### src/rtl/turn_sequencer_if.sv
// Turn sequencer bus: groups the player-facing signals of the duel game.
//   btn_a/btn_b   : raw level action buttons of players A and B (6 bits each)
//   hlt_a/hlt_b   : current health of players A and B (0..3)
//   act_a/act_b   : committed action codes sent to the player blocks
//   en_a_n/en_b_n : active-low enables to the player blocks
//   sw            : one-cycle commit strobe per turn
//   round         : committed-turn count
//   game_over     : high once the game is decided
//   winner        : 00 none, 01 A, 10 B, 11 draw (valid while game_over=1)
// master drives buttons/health and observes the turn stream; slave is the sequencer.
interface turn_sequencer_if;
  logic [5:0] btn_a;
  logic [5:0] btn_b;
  logic [1:0] hlt_a;
  logic [1:0] hlt_b;
  logic [2:0] act_a;
  logic [2:0] act_b;
  logic       en_a_n;
  logic       en_b_n;
  logic       sw;
  logic [7:0] round;
  logic       game_over;
  logic [1:0] winner;

  modport master (
    output btn_a, btn_b, hlt_a, hlt_b,
    input  act_a, act_b, en_a_n, en_b_n, sw, round, game_over, winner
  );

  modport slave (
    input  btn_a, btn_b, hlt_a, hlt_b,
    output act_a, act_b, en_a_n, en_b_n, sw, round, game_over, winner
  );
endinterface

### src/rtl/turn_sequencer.sv
// turn_sequencer: builds the per-turn action stream for the duel game.
// Each turn it edge-detects both players' buttons, latches the first press of
// each player, then issues a single commit cycle (sw=1, enables low, actions
// valid). The cycle after the commit it samples both healths and either starts
// the next turn or ends the game on KO / round limit.
// Ports:
//   clk  : clock
//   rst  : synchronous active-high reset
//   bus  : turn_sequencer_if.slave (buttons, health in; actions, enables,
//          strobe, round count, game_over, winner out; all outputs registered)
module turn_sequencer #(
  parameter int TURN_CYCLES = 1000,
  parameter int MAX_ROUNDS  = 99
) (
  input  logic clk,
  input  logic rst,
  turn_sequencer_if.slave bus
);

  localparam int TW = $clog2(TURN_CYCLES);
  localparam logic [TW-1:0] TIMER_RELOAD = TW'(TURN_CYCLES - 1);
  localparam logic [7:0]    ROUND_LIMIT  = 8'(MAX_ROUNDS);

  localparam logic [1:0] ST_COLLECT = 2'd0;
  localparam logic [1:0] ST_COMMIT  = 2'd1;
  localparam logic [1:0] ST_SETTLE  = 2'd2;
  localparam logic [1:0] ST_OVER    = 2'd3;

  // Lowest-index new press wins; the action code is bit index + 1.
  function automatic logic [2:0] press_code(input logic [5:0] press);
    logic [2:0] code;
    casez (press)
      6'b?????1: code = 3'd1;
      6'b????10: code = 3'd2;
      6'b???100: code = 3'd3;
      6'b??1000: code = 3'd4;
      6'b?10000: code = 3'd5;
      6'b100000: code = 3'd6;
      default:   code = 3'd0;
    endcase
    return code;
  endfunction

  logic [1:0]    state_r;
  logic [TW-1:0] timer_r;
  logic [5:0]    btn_a_prev_r;
  logic [5:0]    btn_b_prev_r;
  logic          lat_a_r;
  logic          lat_b_r;
  logic [2:0]    code_a_r;
  logic [2:0]    code_b_r;
  logic [2:0]    act_a_r;
  logic [2:0]    act_b_r;
  logic          en_a_n_r;
  logic          en_b_n_r;
  logic          sw_r;
  logic [7:0]    round_r;
  logic          game_over_r;
  logic [1:0]    winner_r;

  logic [5:0]    press_a_s;
  logic [5:0]    press_b_s;
  logic [1:0]    state_nx_s;
  logic          lat_a_nx_s;
  logic          lat_b_nx_s;
  logic [2:0]    code_a_nx_s;
  logic [2:0]    code_b_nx_s;
  logic [1:0]    winner_nx_s;

  assign press_a_s = bus.btn_a & ~btn_a_prev_r;
  assign press_b_s = bus.btn_b & ~btn_b_prev_r;

  // Next-state, latch and verdict decisions for the turn FSM.
  always_comb begin
    state_nx_s  = state_r;
    lat_a_nx_s  = lat_a_r;
    lat_b_nx_s  = lat_b_r;
    code_a_nx_s = code_a_r;
    code_b_nx_s = code_b_r;
    winner_nx_s = winner_r;
    case (state_r)
      ST_COLLECT: begin
        if (!lat_a_r && (press_a_s != 6'd0)) begin
          lat_a_nx_s  = 1'b1;
          code_a_nx_s = press_code(press_a_s);
        end else begin
          lat_a_nx_s  = lat_a_r;
        end
        if (!lat_b_r && (press_b_s != 6'd0)) begin
          lat_b_nx_s  = 1'b1;
          code_b_nx_s = press_code(press_b_s);
        end else begin
          lat_b_nx_s  = lat_b_r;
        end
        // A press landing in the timer==0 cycle is already folded into the
        // next-latch values above, so it is committed with this turn.
        if ((lat_a_nx_s && lat_b_nx_s) || (timer_r == TW'(0))) begin
          state_nx_s = ST_COMMIT;
        end else begin
          state_nx_s = ST_COLLECT;
        end
      end
      ST_COMMIT: begin
        state_nx_s = ST_SETTLE;
      end
      ST_SETTLE: begin
        // round_r already holds the count including the turn just committed.
        if ((bus.hlt_a == 2'd0) && (bus.hlt_b == 2'd0)) begin
          winner_nx_s = 2'b11;
          state_nx_s  = ST_OVER;
        end else if (bus.hlt_a == 2'd0) begin
          winner_nx_s = 2'b10;
          state_nx_s  = ST_OVER;
        end else if (bus.hlt_b == 2'd0) begin
          winner_nx_s = 2'b01;
          state_nx_s  = ST_OVER;
        end else if (round_r == ROUND_LIMIT) begin
          if (bus.hlt_a > bus.hlt_b) begin
            winner_nx_s = 2'b01;
          end else if (bus.hlt_b > bus.hlt_a) begin
            winner_nx_s = 2'b10;
          end else begin
            winner_nx_s = 2'b11;
          end
          state_nx_s = ST_OVER;
        end else begin
          lat_a_nx_s  = 1'b0;
          lat_b_nx_s  = 1'b0;
          code_a_nx_s = 3'd0;
          code_b_nx_s = 3'd0;
          state_nx_s  = ST_COLLECT;
        end
      end
      ST_OVER: begin
        state_nx_s = ST_OVER;
      end
      default: begin
        state_nx_s = ST_COLLECT;
      end
    endcase
  end

  // FSM state, press latches and button history.
  always_ff @(posedge clk) begin
    // The button history keeps sampling during reset so that a button held
    // through reset has no rising edge afterwards.
    btn_a_prev_r <= bus.btn_a;
    btn_b_prev_r <= bus.btn_b;
    if (rst) begin
      state_r  <= ST_COLLECT;
      lat_a_r  <= 1'b0;
      lat_b_r  <= 1'b0;
      code_a_r <= 3'd0;
      code_b_r <= 3'd0;
    end else begin
      state_r  <= state_nx_s;
      lat_a_r  <= lat_a_nx_s;
      lat_b_r  <= lat_b_nx_s;
      code_a_r <= code_a_nx_s;
      code_b_r <= code_b_nx_s;
    end
  end

  // Collect-window timer: counts down in COLLECT, reloaded on the way back.
  always_ff @(posedge clk) begin
    if (rst) begin
      timer_r <= TIMER_RELOAD;
    end else begin
      case (state_r)
        ST_COLLECT: timer_r <= timer_r - TW'(1);
        ST_SETTLE:  timer_r <= TIMER_RELOAD;
        default:    timer_r <= timer_r;
      endcase
    end
  end

  // Registered turn outputs: commit fields are loaded as COMMIT is entered.
  always_ff @(posedge clk) begin
    if (rst) begin
      act_a_r  <= 3'd0;
      act_b_r  <= 3'd0;
      en_a_n_r <= 1'b1;
      en_b_n_r <= 1'b1;
      sw_r     <= 1'b0;
    end else if (state_nx_s == ST_COMMIT) begin
      act_a_r  <= code_a_nx_s;
      act_b_r  <= code_b_nx_s;
      en_a_n_r <= 1'b0;
      en_b_n_r <= 1'b0;
      sw_r     <= 1'b1;
    end else begin
      act_a_r  <= 3'd0;
      act_b_r  <= 3'd0;
      en_a_n_r <= 1'b1;
      en_b_n_r <= 1'b1;
      sw_r     <= 1'b0;
    end
  end

  // Round counter and game verdict.
  always_ff @(posedge clk) begin
    if (rst) begin
      round_r     <= 8'd0;
      game_over_r <= 1'b0;
      winner_r    <= 2'b00;
    end else begin
      if (state_r == ST_COMMIT) begin
        round_r <= round_r + 8'd1;
      end else begin
        round_r <= round_r;
      end
      game_over_r <= (state_nx_s == ST_OVER);
      winner_r    <= winner_nx_s;
    end
  end

  assign bus.act_a     = act_a_r;
  assign bus.act_b     = act_b_r;
  assign bus.en_a_n    = en_a_n_r;
  assign bus.en_b_n    = en_b_n_r;
  assign bus.sw        = sw_r;
  assign bus.round     = round_r;
  assign bus.game_over = game_over_r;
  assign bus.winner    = winner_r;

endmodule

### src/flat_wrapper.sv
// flat-port wrapper written by rule: the top's interface ports become plain ports
module turn_sequencer_flat 
#(
  parameter int TURN_CYCLES = 1000,
  parameter int MAX_ROUNDS  = 99
)
  (clk, rst, bus_btn_a, bus_btn_b, bus_hlt_a, bus_hlt_b, bus_act_a, bus_act_b, bus_en_a_n, bus_en_b_n, bus_sw, bus_round, bus_game_over, bus_winner);
  turn_sequencer_if bus_i ();
  input  logic clk;
  input  logic rst;
  input wire logic [$bits(bus_i.btn_a)-1:0] bus_btn_a;
  input wire logic [$bits(bus_i.btn_b)-1:0] bus_btn_b;
  input wire logic [$bits(bus_i.hlt_a)-1:0] bus_hlt_a;
  input wire logic [$bits(bus_i.hlt_b)-1:0] bus_hlt_b;
  output wire logic [$bits(bus_i.act_a)-1:0] bus_act_a;
  output wire logic [$bits(bus_i.act_b)-1:0] bus_act_b;
  output wire logic [$bits(bus_i.en_a_n)-1:0] bus_en_a_n;
  output wire logic [$bits(bus_i.en_b_n)-1:0] bus_en_b_n;
  output wire logic [$bits(bus_i.sw)-1:0] bus_sw;
  output wire logic [$bits(bus_i.round)-1:0] bus_round;
  output wire logic [$bits(bus_i.game_over)-1:0] bus_game_over;
  output wire logic [$bits(bus_i.winner)-1:0] bus_winner;
  assign bus_i.btn_a = bus_btn_a;
  assign bus_i.btn_b = bus_btn_b;
  assign bus_i.hlt_a = bus_hlt_a;
  assign bus_i.hlt_b = bus_hlt_b;
  assign bus_act_a = bus_i.act_a;
  assign bus_act_b = bus_i.act_b;
  assign bus_en_a_n = bus_i.en_a_n;
  assign bus_en_b_n = bus_i.en_b_n;
  assign bus_sw = bus_i.sw;
  assign bus_round = bus_i.round;
  assign bus_game_over = bus_i.game_over;
  assign bus_winner = bus_i.winner;
  turn_sequencer #(.TURN_CYCLES(TURN_CYCLES), .MAX_ROUNDS(MAX_ROUNDS)) u_core (.clk(clk), .rst(rst), .bus(bus_i));
endmodule
### config.mk
export PLATFORM = sky130hd
export DESIGN_NAME = turn_sequencer_flat
export DESIGN_NICKNAME = d
export VERILOG_FILES = /design/src/rtl/turn_sequencer_if.sv /design/src/rtl/turn_sequencer.sv /design/src/flat_wrapper.sv
export SDC_FILE = /design/constraint.sdc
export NUM_CORES = 1
export LEC_CHECK = 0
export ABC_AREA = 1
export CORE_MARGIN = 2
export CORE_UTILIZATION = 52
export DETAILED_ROUTE_END_ITERATION = 10
export PLACE_DENSITY = 0.85
export SKIP_CTS_REPAIR_TIMING = 1
export SLEW_MARGIN = 20
export SYNTH_ARGS = -nofsm -noshare
export SYNTH_HDL_FRONTEND = slang
export SYNTH_SLANG_ARGS = --single-unit
### constraint.sdc
create_clock -name clk -period 1.85 [get_ports clk]
set_clock_uncertainty 0.15 [all_clocks]
set_input_delay 0.37 -clock clk [delete_from_list [all_inputs] [get_ports clk]]
set_output_delay 0.37 -clock clk [all_outputs]
set_load 0.1 [all_outputs]
### Word-level counts from Yosys, hierarchy flattened

Index checks and enable logic that the tools add are counted.

| storage, ports and cells | value |
|---|---|
| input bits | 18 |
| register bits | 51 |
| output and inout port bits | 20 |

| operators by class | value |
|---|---|
| bitwise operators | 5 |
| $lt $le $gt $ge | 2 |
| equality and inequality tests | 20 |
| mux-type cells | 39 |
| reductions and logical operators | 18 |
| add/sub/neg operators | 2 |

Operators with widths:

| operator | number |
|---|---|
| case mux 3 bit (6 select lines) | 2 |
| 2-to-1 mux 3 bit | 10 |
| case mux 10 bit (2 select lines) | 1 |
| 2-to-1 mux 2 bit | 9 |
| bitwise AND 6 bit | 2 |
| == test 6 bit (second input constant) | 2 |
| 2-to-1 mux 1 bit | 12 |
| NOT 6 bit | 2 |
| case mux 3 bit (2 select lines) | 2 |
| nonzero test 6 bit | 2 |
| == test 2 bit (second input constant) | 5 |
| == test 5 bit (second input constant) | 2 |
| zero test 10 bit | 1 |
| subtractor 10 x 1 -> 10 bit (second input constant) | 1 |
| adder 8 x 1 -> 8 bit (second input constant) | 1 |
| == test 4 bit (second input constant) | 2 |
| == test 8 x 7 -> 1 bit (second input constant) | 1 |
| inequality test 2 bit (second input constant) | 4 |
| case mux 2 bit (4 select lines) | 1 |
| == test 3 bit (second input constant) | 2 |
| zero test 2 bit | 3 |
| AND reduction 5 bit | 1 |
| == test 2 x 1 -> 1 bit (second input constant) | 2 |
| greater-than comparator 2 bit | 2 |
| other kinds (9) | 14 |

### Logic depth before layout (Yosys ltp)

Gate-level depths: netlist of run 1.

| logic depth | value |
|---|---|
| word-level depth | 13 |
| gate-level depth with buffers | 11 |
| mapped depth without buffers | 10 |

### Worst setup path after synthesis of run 1

Ideal clock, no wire load.

| timing | value |
|---|---|
| path type | flip-flop to flip-flop |
| from | register u_core.round_r[0] (netlist: u_core.bus.round[0]) |
| to | register u_core.code_a_r[2] |
| data arrival time | 1964 ps |
| path buffers | 0 |
| slack | -333 ps |
| stages on the path, launching flop included | 10 |
| period minus slack after synthesis | 2183 ps |
| path through | dfxtp_1 > ha_1 > inv_1 > nor3_1 > nand2_1 > nand2_1 > nand2_1 > a21oi_2 > nand2_1 > o21ai_1 |

| on the way | value |
|---|---|
| cells in the longest elaborated chain, start to end | 6 |

RTL lines:

| what | line | RTL |
|---|---|---|
| from (decl) | turn_sequencer.sv:57 | `logic [7:0] round_r;` |
| from (signal assigned) | turn_sequencer.sv:208 | `round_r <= round_r + 8'd1;` |
| from (signal assigned) | turn_sequencer.sv:210 | `round_r <= round_r;` |
| == test 8 x 7 -> 1 bit | turn_sequencer.sv:117 | `end else if (round_r == ROUND_LIMIT) begin` |
| 2-to-1 mux 3 bit | turn_sequencer.sv:117 |  |
| 2-to-1 mux 3 bit | turn_sequencer.sv:114 | `end else if (bus.hlt_b == 2'd0) begin` |
| 2-to-1 mux 3 bit | turn_sequencer.sv:111 | `end else if (bus.hlt_a == 2'd0) begin` |
| 2-to-1 mux 3 bit | turn_sequencer.sv:108 | `if ((bus.hlt_a == 2'd0) && (bus.hlt_b == 2'd0)) begin` |
| case mux 3 bit (2 select lines) | turn_sequencer.sv:81 | `case (state_r)` |
| to (signal assigned) | turn_sequencer.sv:159 | `code_a_r <= code_a_nx_s;` |
| to (decl) | turn_sequencer.sv:50 | `logic [2:0] code_a_r;` |

Every way passes these cells.
A chain may end at the register's enable or synchronous reset.

### Worst setup path in the final report of run 1

| timing | value |
|---|---|
| from | register u_core.round_r[0] (netlist: u_core.bus.round[0]) |
| to | register u_core.state_r[0] |

| on the way | value |
|---|---|
| cells in the longest elaborated chain, start to end | 6 |

RTL lines:

| what | line | RTL |
|---|---|---|
| == test 8 x 7 -> 1 bit | turn_sequencer.sv:117 |  |
| 2-to-1 mux 2 bit | turn_sequencer.sv:117 |  |
| 2-to-1 mux 2 bit | turn_sequencer.sv:114 |  |
| 2-to-1 mux 2 bit | turn_sequencer.sv:111 |  |
| 2-to-1 mux 2 bit | turn_sequencer.sv:108 |  |
| case mux 2 bit (4 select lines) | turn_sequencer.sv:81 |  |
| to (signal assigned) | turn_sequencer.sv:156 | `state_r <= state_nx_s;` |
| to (decl) | turn_sequencer.sv:44 | `logic [1:0] state_r;` |

Every way passes these cells.

==> flow_metrics.env, run 1 <==
export IMPL_p_clk_share_pct=23.1
export IMPL_track_usage_pct=20.98
export IMPL_layout_cells_non_filler=389
export IMPL_r2r_start="u_core.bus.round[0]"
export IMPL_drv_cap=0
export IMPL_crit_required_ns=1.93
export IMPL_fin_util_pct=73.66
export IMPL_via_per_inst=4.943
export IMPL_synth_compound_area_share_pct=11.09
export IMPL_crit_arrival_ns=1.80
export IMPL_drtAntennaViolNets=0
export IMPL_drive_gt1_share_pct=18.58
export IMPL_synth_cell_types=33
export IMPL_worstSetupPathType="reg -> reg"
export IMPL_antenna_found_initial=0
export IMPL_end_kind="flip-flop"
export IMPL_final_nets=360
export IMPL_crit_path_cell_trace="ha_1 > inv_1 > nor3_1 > nand2_1 > nand3_1 > nand2_1 > a31oi_1"
export IMPL_finalSetupViolCount=0
export IMPL_max_vdd_ir_drop_uv=652.5
export IMPL_grt_first_pass_wirelength_um=7479
export IMPL_num_vias=1923
export IMPL_power_density_nw_per_um2=922.5
export IMPL_synthAdderAreaFrac_pct=2.322
export IMPL_drt_iter0_drc=135
export IMPL_clkTransAtPathRegs_ns=0.09
export IMPL_slew_violations=0
export IMPL_dp_hpwl_um=3191
export IMPL_htreeDepth=2
export IMPL_r2r_slack_ns=0.13
export IMPL_worstReg2RegEnd="u_core.state_r[0]"
export IMPL_clockRootBuffer="clkbuf_8"
export IMPL_ff2ff_path_depth=7
export IMPL_antenna_cells=0
export IMPL_hold_depth=2
export IMPL_p_leak_nw=1.355
export IMPL_synth_edf_count=0
export IMPL_rows=23
export IMPL_drt_total_wl_um=4163
export IMPL_syn_area_um2=2156
export IMPL_route_detailed_drc=0
export IMPL_async_flop_share_pct=0
export IMPL_tightest_slew_ns=0.3127
export IMPL_cp_slowest_cell="dfxtp_2"
export IMPL_p_switching_w=0.0009580
export IMPL_ys_seq_area_share_pct=47.36
export IMPL_clk_latency_ns=0.30
export IMPL_rsz0062_at_grt="no"
export IMPL_synth_xor_area_share_pct=0.8125
export IMPL_internal_power_w=0.001760
export IMPL_post_route_period_util_pct=93.24
export IMPL_grt_max_degree=17
export IMPL_synthCells=287
export IMPL_die_area_um2=4677
export IMPL_initial_core_util_pct=53.89
export IMPL_outcome="completed"
export IMPL_synth_fp_nets=309
export IMPL_fmax_mhz=579.7
export IMPL_cts_sinks=51
export IMPL_cpPeakStageDelay_ns=0.41
export IMPL_hold_class="reg -> reg"
export IMPL_dpl_cell_count=381
export IMPL_hold_path_end="u_core.code_a_r[2]"
export IMPL_synth_area_mux_share_pct=0
export IMPL_wl_per_cell_um=10.70
export IMPL_ios=38
export IMPL_die_height_um=68.39
export IMPL_coreArea_um2=4000
export IMPL_synth_simple_area_share_pct=28.03
export IMPL_seqCellArea_um2=1031
export IMPL_period_needed_ns=1.725
export IMPL_final_cell_mix="63 x nand2_1, 48 x inv_1, 43 x dfxtp_1, 25 x nor2_1"
export IMPL_ys_seq_elements=51
export IMPL_area_delta_synth_final_pct=36.68
export IMPL_syn_avg_cell_area_um2=7.512
export IMPL_clock_path_buffers=2
export IMPL_relSlewSlack_pct=79.10
export IMPL_finalHoldViolCount=0
export IMPL_hp_start="u_core.code_a_r[2]"
export IMPL_cts_made_buffers=5
export IMPL_nFillCells=283
export IMPL_cpMostUsedCell="nand2_1"
export IMPL_io_buffers=37
export IMPL_mostFrequentLayoutCell="nand2_1"
export IMPL_grt_overflow=0
export IMPL_first_global_vias=1893
export IMPL_multi_input_area_um2=910.9
export IMPL_yosysWarnings=0
export IMPL_critPathMaxFanout=7
export IMPL_pwr_share_seq_pct=46.8
export IMPL_tritoncts="built"
export IMPL_die_w_um=68.39
export IMPL_synth_flop_cell="dfxtp_1"
export IMPL_p_comb_share_pct=30.0
export IMPL_first_pass_iters=5
export IMPL_swShare_pct=35.24
export IMPL_synth_top_family_by_area="simple AND/OR/NAND/NOR gates"
export IMPL_critPathLaunchType="flip-flop"
export IMPL_gp_congestion=0.8187
-- cells by family (layout without fill, tap and decap cells) --
family,count (synthesis),count (layout)
simple gates,131,131
buf+inv,55,107
flops,51,51
compound gates,44,44
fa+ha+maj,4,4
xor+xnor,2,2
-- area by class of cell --
cell class | instances | area share [%]
well taps | 50 | 2.123
repair buffers | 49 | 22.42
clock inverters | 3 | 0.6794
inverters | 50 | 6.539
flip-flops and latches | 51 | 34.99
multi-input cells | 181 | 30.91
clock buffers | 5 | 2.335
-- synth_stat cells (2+ instances only) --
cell type | count | area share [%]
nor2_2 | 5 | 1.5
a21oi_1 | 21 | 4.9
dfxtp_1 | 51 | 47
clkbuf_1 | 2 | 0.35
nand2_2 | 2 | 0.58
nor2_1 | 25 | 4.4
nand3_1 | 21 | 4.9
o21ai_1 | 4 | 0.93
ha_1 | 4 | 2.3
o21bai_1 | 2 | 0.70
nand2_1 | 63 | 11
o21ai_0 | 12 | 2.8
inv_1 | 48 | 8.4
nor3_1 | 6 | 1.4
nand4_1 | 2 | 0.58
nor3_2 | 2 | 0.93
-- through the flow --
step	instance area, um2	total power (W)	TNS (ns)	worst slack [ns]	hold slack, ns
2_1_floorplan	2165	0.001814	0	0.003457	0.2477
3_3_place_gp	2856	0.002087	-0.4458	-0.07166	0.2941
3_5_place_dp	2856	0.002109	-1.081	-0.1430	0.2996
4_1_cts	2945	0.002732	0	0.1296	0.3126
5_1_grt	2947	0.002849	0	0.003598	0.3391
6_report	2947	0.002718	0	0.1250	0.3095
-- routing by layer --
metal,vias up,part of all wire (%),wire length [um],GRT usage [%]
met1,855,44,1812,24.74
met3,8,4.5,187,4.112
met2,47,50,2079,36.54
li1,1013,-,-,-
met5,-,0,0,0
met4,0,2.0,84,9.250
-- registers in the layout, summed over array words and instances (netlist names), 2 cells and up --
| signal | cells |
|---|---|
| u_core.btn_a_prev_r | 6 |
| u_core.btn_b_prev_r | 6 |
| u_core.bus.act_a | 3 |
| u_core.bus.act_b | 3 |
| u_core.bus.round | 8 |
| u_core.bus.winner | 2 |
| u_core.code_a_r | 3 |
| u_core.code_b_r | 3 |
| u_core.state_r | 2 |
| u_core.timer_r | 10 |
-- power by group through the flow --
| stage | Combinational (W) | Sequential (W) | Clock, W |
|---|---|---|---|
| 5_1_grt | 0.000876 | 0.00128 | 0.000688 |
| 6_report | 0.000816 | 0.00127 | 0.000629 |
| 3_3_place_gp | 0.000792 | 0.00129 | 0 |
| 3_5_place_dp | 0.000811 | 0.00130 | 0 |
| 2_1_floorplan | 0.000321 | 0.00149 | 0 |
| 4_1_cts | 0.000819 | 0.00127 | 0.000641 |
-- worst max-delay path by stage --
stage                        startpoint              endpoint  slack (ns)  cells past startpoint
floorplan           u_core.bus.round[4]  u_core.bus.winner[0]       0.003                      7
global placement           bus_hlt_b[1]  u_core.bus.winner[1]       -0.07                      8
detailed placement         bus_hlt_b[1]  u_core.bus.winner[1]       -0.14                      8
CTS                 u_core.bus.round[0]     u_core.state_r[0]        0.13                      7
global route               bus_btn_a[2]   u_core.bus.act_a[1]       0.004                      9
finish              u_core.bus.round[0]     u_core.state_r[0]        0.13                      7
-- worst max-delay path: cells and delay by family (launching register included) --
kind	cells	cell delay (ns)
compound gates	1	0.20
simple gates	4	0.64
buf+inv	1	0.07
fa+ha+maj	1	0.17
flops	1	0.41
Power figures use the tool's default switching activity.
==> run 2, diff against run 1 <==
--- a/config.mk
+++ b/config.mk
@@ -11,6 +11,7 @@
 export DETAILED_ROUTE_END_ITERATION = 10
 export PLACE_DENSITY = 0.85
 export SKIP_CTS_REPAIR_TIMING = 1
+export SKIP_LAST_GASP = 1
 export SLEW_MARGIN = 20
 export SYNTH_ARGS = -nofsm -noshare
 export SYNTH_HDL_FRONTEND = slang
==> results of run 2 <==
No change in the layout: final DEF, timing and power equal those of run 1.
==> run 3, diff against run 2 <==
--- a/config.mk
+++ b/config.mk
@@ -7,9 +7,11 @@
 export LEC_CHECK = 0
 export ABC_AREA = 1
 export CORE_MARGIN = 2
-export CORE_UTILIZATION = 52
+export CORE_UTILIZATION = 47
+export CTS_BUF_LIST = sky130_fd_sc_hd__clkbuf_8
+export CTS_CLUSTER_SIZE = 14
 export DETAILED_ROUTE_END_ITERATION = 10
-export PLACE_DENSITY = 0.85
+export PLACE_DENSITY = 0.78
 export SKIP_CTS_REPAIR_TIMING = 1
 export SKIP_LAST_GASP = 1
 export SLEW_MARGIN = 20
==> run 3 against run 2 <==
Against the previous run:
- critical path depth grew 2
- core utilization shrank 6.1 points
- critical endpoint is now u_core.bus.act_a[1]
- final cell count grew 1.0%
- global-route usage shrank 2.1 points
- via count grew 1.0%
==> flow_metrics.env, run 3 (synthesis gave the netlist of run 1 again) <==
export IMPL_seqCellArea_um2=1030
export IMPL_grt_overflow=0
export IMPL_io_buffers=37
export IMPL_outcome="completed"
export IMPL_slew_violations=0
export IMPL_first_pass_iters=4
export IMPL_crit_family="simple AND/OR/NAND/NOR gates"
export IMPL_power_density_nw_per_um2=903.5
export IMPL_final_cell_mix="63 x nand2_1, 49 x inv_1, 44 x dfxtp_1, 25 x nor2_1"
export IMPL_clock_path_buffers=2
export IMPL_cts_made_buffers=5
export IMPL_route_detailed_drc=0
export IMPL_die_height_um=71.73
export IMPL_fmax_mhz=588.7
export IMPL_multi_input_area_um2=910.9
export IMPL_wl_per_cell_um=10.99
export IMPL_rsz0062_at_grt="no"
export IMPL_holdWs_ns=0.3107
export IMPL_die_w_um=71.73
export IMPL_cpMostUsedCell="nand2_1"
export IMPL_coreArea_um2=4384
export IMPL_drt_iter0_drc=78
export IMPL_finalSetupViolCount=0
export IMPL_final_nets=364
export IMPL_path_buf_inv=1
export IMPL_post_route_period_util_pct=91.82
export IMPL_crit_required_ns=1.89
export IMPL_end_kind="flip-flop"
export IMPL_track_usage_pct=18.91
export IMPL_drive_gt1_share_pct=18.48
export IMPL_dp_hpwl_um=3323
export IMPL_cp_slowest_cell="clkdlybuf4s50_1"
export IMPL_clkTransAtPathRegs_ns=0.08
export IMPL_period_needed_ns=1.699
export IMPL_area_delta_synth_final_pct=37.38
export IMPL_crit_arrival_ns=1.74
export IMPL_top_register="u_core.timer_r"
export IMPL_antenna_cells=0
export IMPL_cpPeakStageDelay_ns=0.41
export IMPL_drt_total_wl_um=4320
export IMPL_die_area_um2=5144
export IMPL_tightest_slew_ns=0.3397
export IMPL_relSlewSlack_pct=77.32
export IMPL_largest_reg_flops=10
export IMPL_ios=38
export IMPL_hold_class="reg -> reg"
export IMPL_first_global_vias=1967
export IMPL_worstSetupPathType="in -> reg"
export IMPL_max_vdd_ir_drop_uv=572.7
export IMPL_clockRootBuffer="clkbuf_8"
export IMPL_htreeDepth=2
export IMPL_critPathLaunchType="input port"
export IMPL_finalHoldViolCount=0
export IMPL_p_leak_nw=1.375
export IMPL_clk_latency_ns=0.30
export IMPL_drtAntennaViolNets=0
export IMPL_crit_path_cell_trace="clkdlybuf4s50_1 > nand2_1 > nand2_1 > nor2_1 > nand3_1 > nand3_1 > nand2_1 > nand2_2 > nor2_1"
export IMPL_antenna_found_initial=0
export IMPL_critPathMaxFanout=8
export IMPL_rows=24
export IMPL_gp_congestion=0.8644
export IMPL_num_vias=1943
export IMPL_mostFrequentLayoutCell="nand2_1"
export IMPL_nFillCells=355
export IMPL_fin_util_pct=67.55
export IMPL_cts_sinks=51
export IMPL_grt_first_pass_wirelength_um=7824
export IMPL_initial_core_util_pct=49.17
export IMPL_grt_max_degree=14
export IMPL_tritoncts="built"
export IMPL_drv_cap=0
export IMPL_via_per_inst=4.944
run 3: final timing paths:
path / from / end / slack (ns) / cells past startpoint
setup reg to reg: u_core.bus.round[0] / u_core.code_a_r[2] / 0.15 / 9
setup / recovery: bus_btn_a[1] / u_core.bus.act_a[1] / 0.15 / 9
hold reg to reg: u_core.code_b_r[2] / u_core.code_b_r[2] / 0.31 / 2
hold / removal: u_core.code_b_r[2] / u_core.code_b_r[2] / 0.31 / 2
run 3: worst reg2reg max path: stages (launching register included):
cell,delay [ns]
dfxtp_2,0.41
ha_1,0.17
inv_1,0.06
nor3_1,0.14
nand2_1,0.11
nand2_1,0.11
nand2_1,0.11
a21oi_2,0.23
nand2_1,0.07
o21ai_1,0.07
run 3: per-layer routing:
metal / routed length, um / global-route usage (%)
met4: 49 / 6.080
met1: 1860 / 20.53
met3: 215 / 5.063
met2: 2195 / 35.39
met5: 0 / 0
run 3: cell type report:
type / instances / area share [%]
Timing Repair Buffer: 53 / 23.32
Sequential cell: 51 / 34.77
Clock inverter: 1 / 0.1267
Clock buffer: 5 / 2.324
Inverter: 50 / 6.506
Multi-Input combinational cell: 181 / 30.76
Tap cell: 52 / 2.197
run 3: power breakdown:
group / switching [W] / leakage [nW] / internal (W)
clock: 0.000330 / 0.0413 / 0.000247
combinational: 0.000516 / 0.911 / 0.000309
sequential: 0.0000797 / 0.423 / 0.00119
total: 0.000926 / 1.37 / 0.00175
run 3: through the flow:
| stage | cell area, um2 | cells | setup slack (ns) | power, W | setup TNS, ns |
|---|---|---|---|---|---|
| 2_1_floorplan | 2165 | 287 | 0.003457 | 0.001814 | 0 |
| 3_3_place_gp | 2889 | 387 | -0.07319 | 0.002100 | -0.3914 |
| 3_5_place_dp | 2889 | 387 | -0.1574 | 0.002119 | -1.445 |
| 4_1_cts | 2962 | 393 | 0.1536 | 0.002702 | 0 |
| 5_1_grt | 2962 | 393 | 0.0006801 | 0.002811 | 0 |
| 6_report | 2962 | 393 | 0.1514 | 0.002676 | 0 |
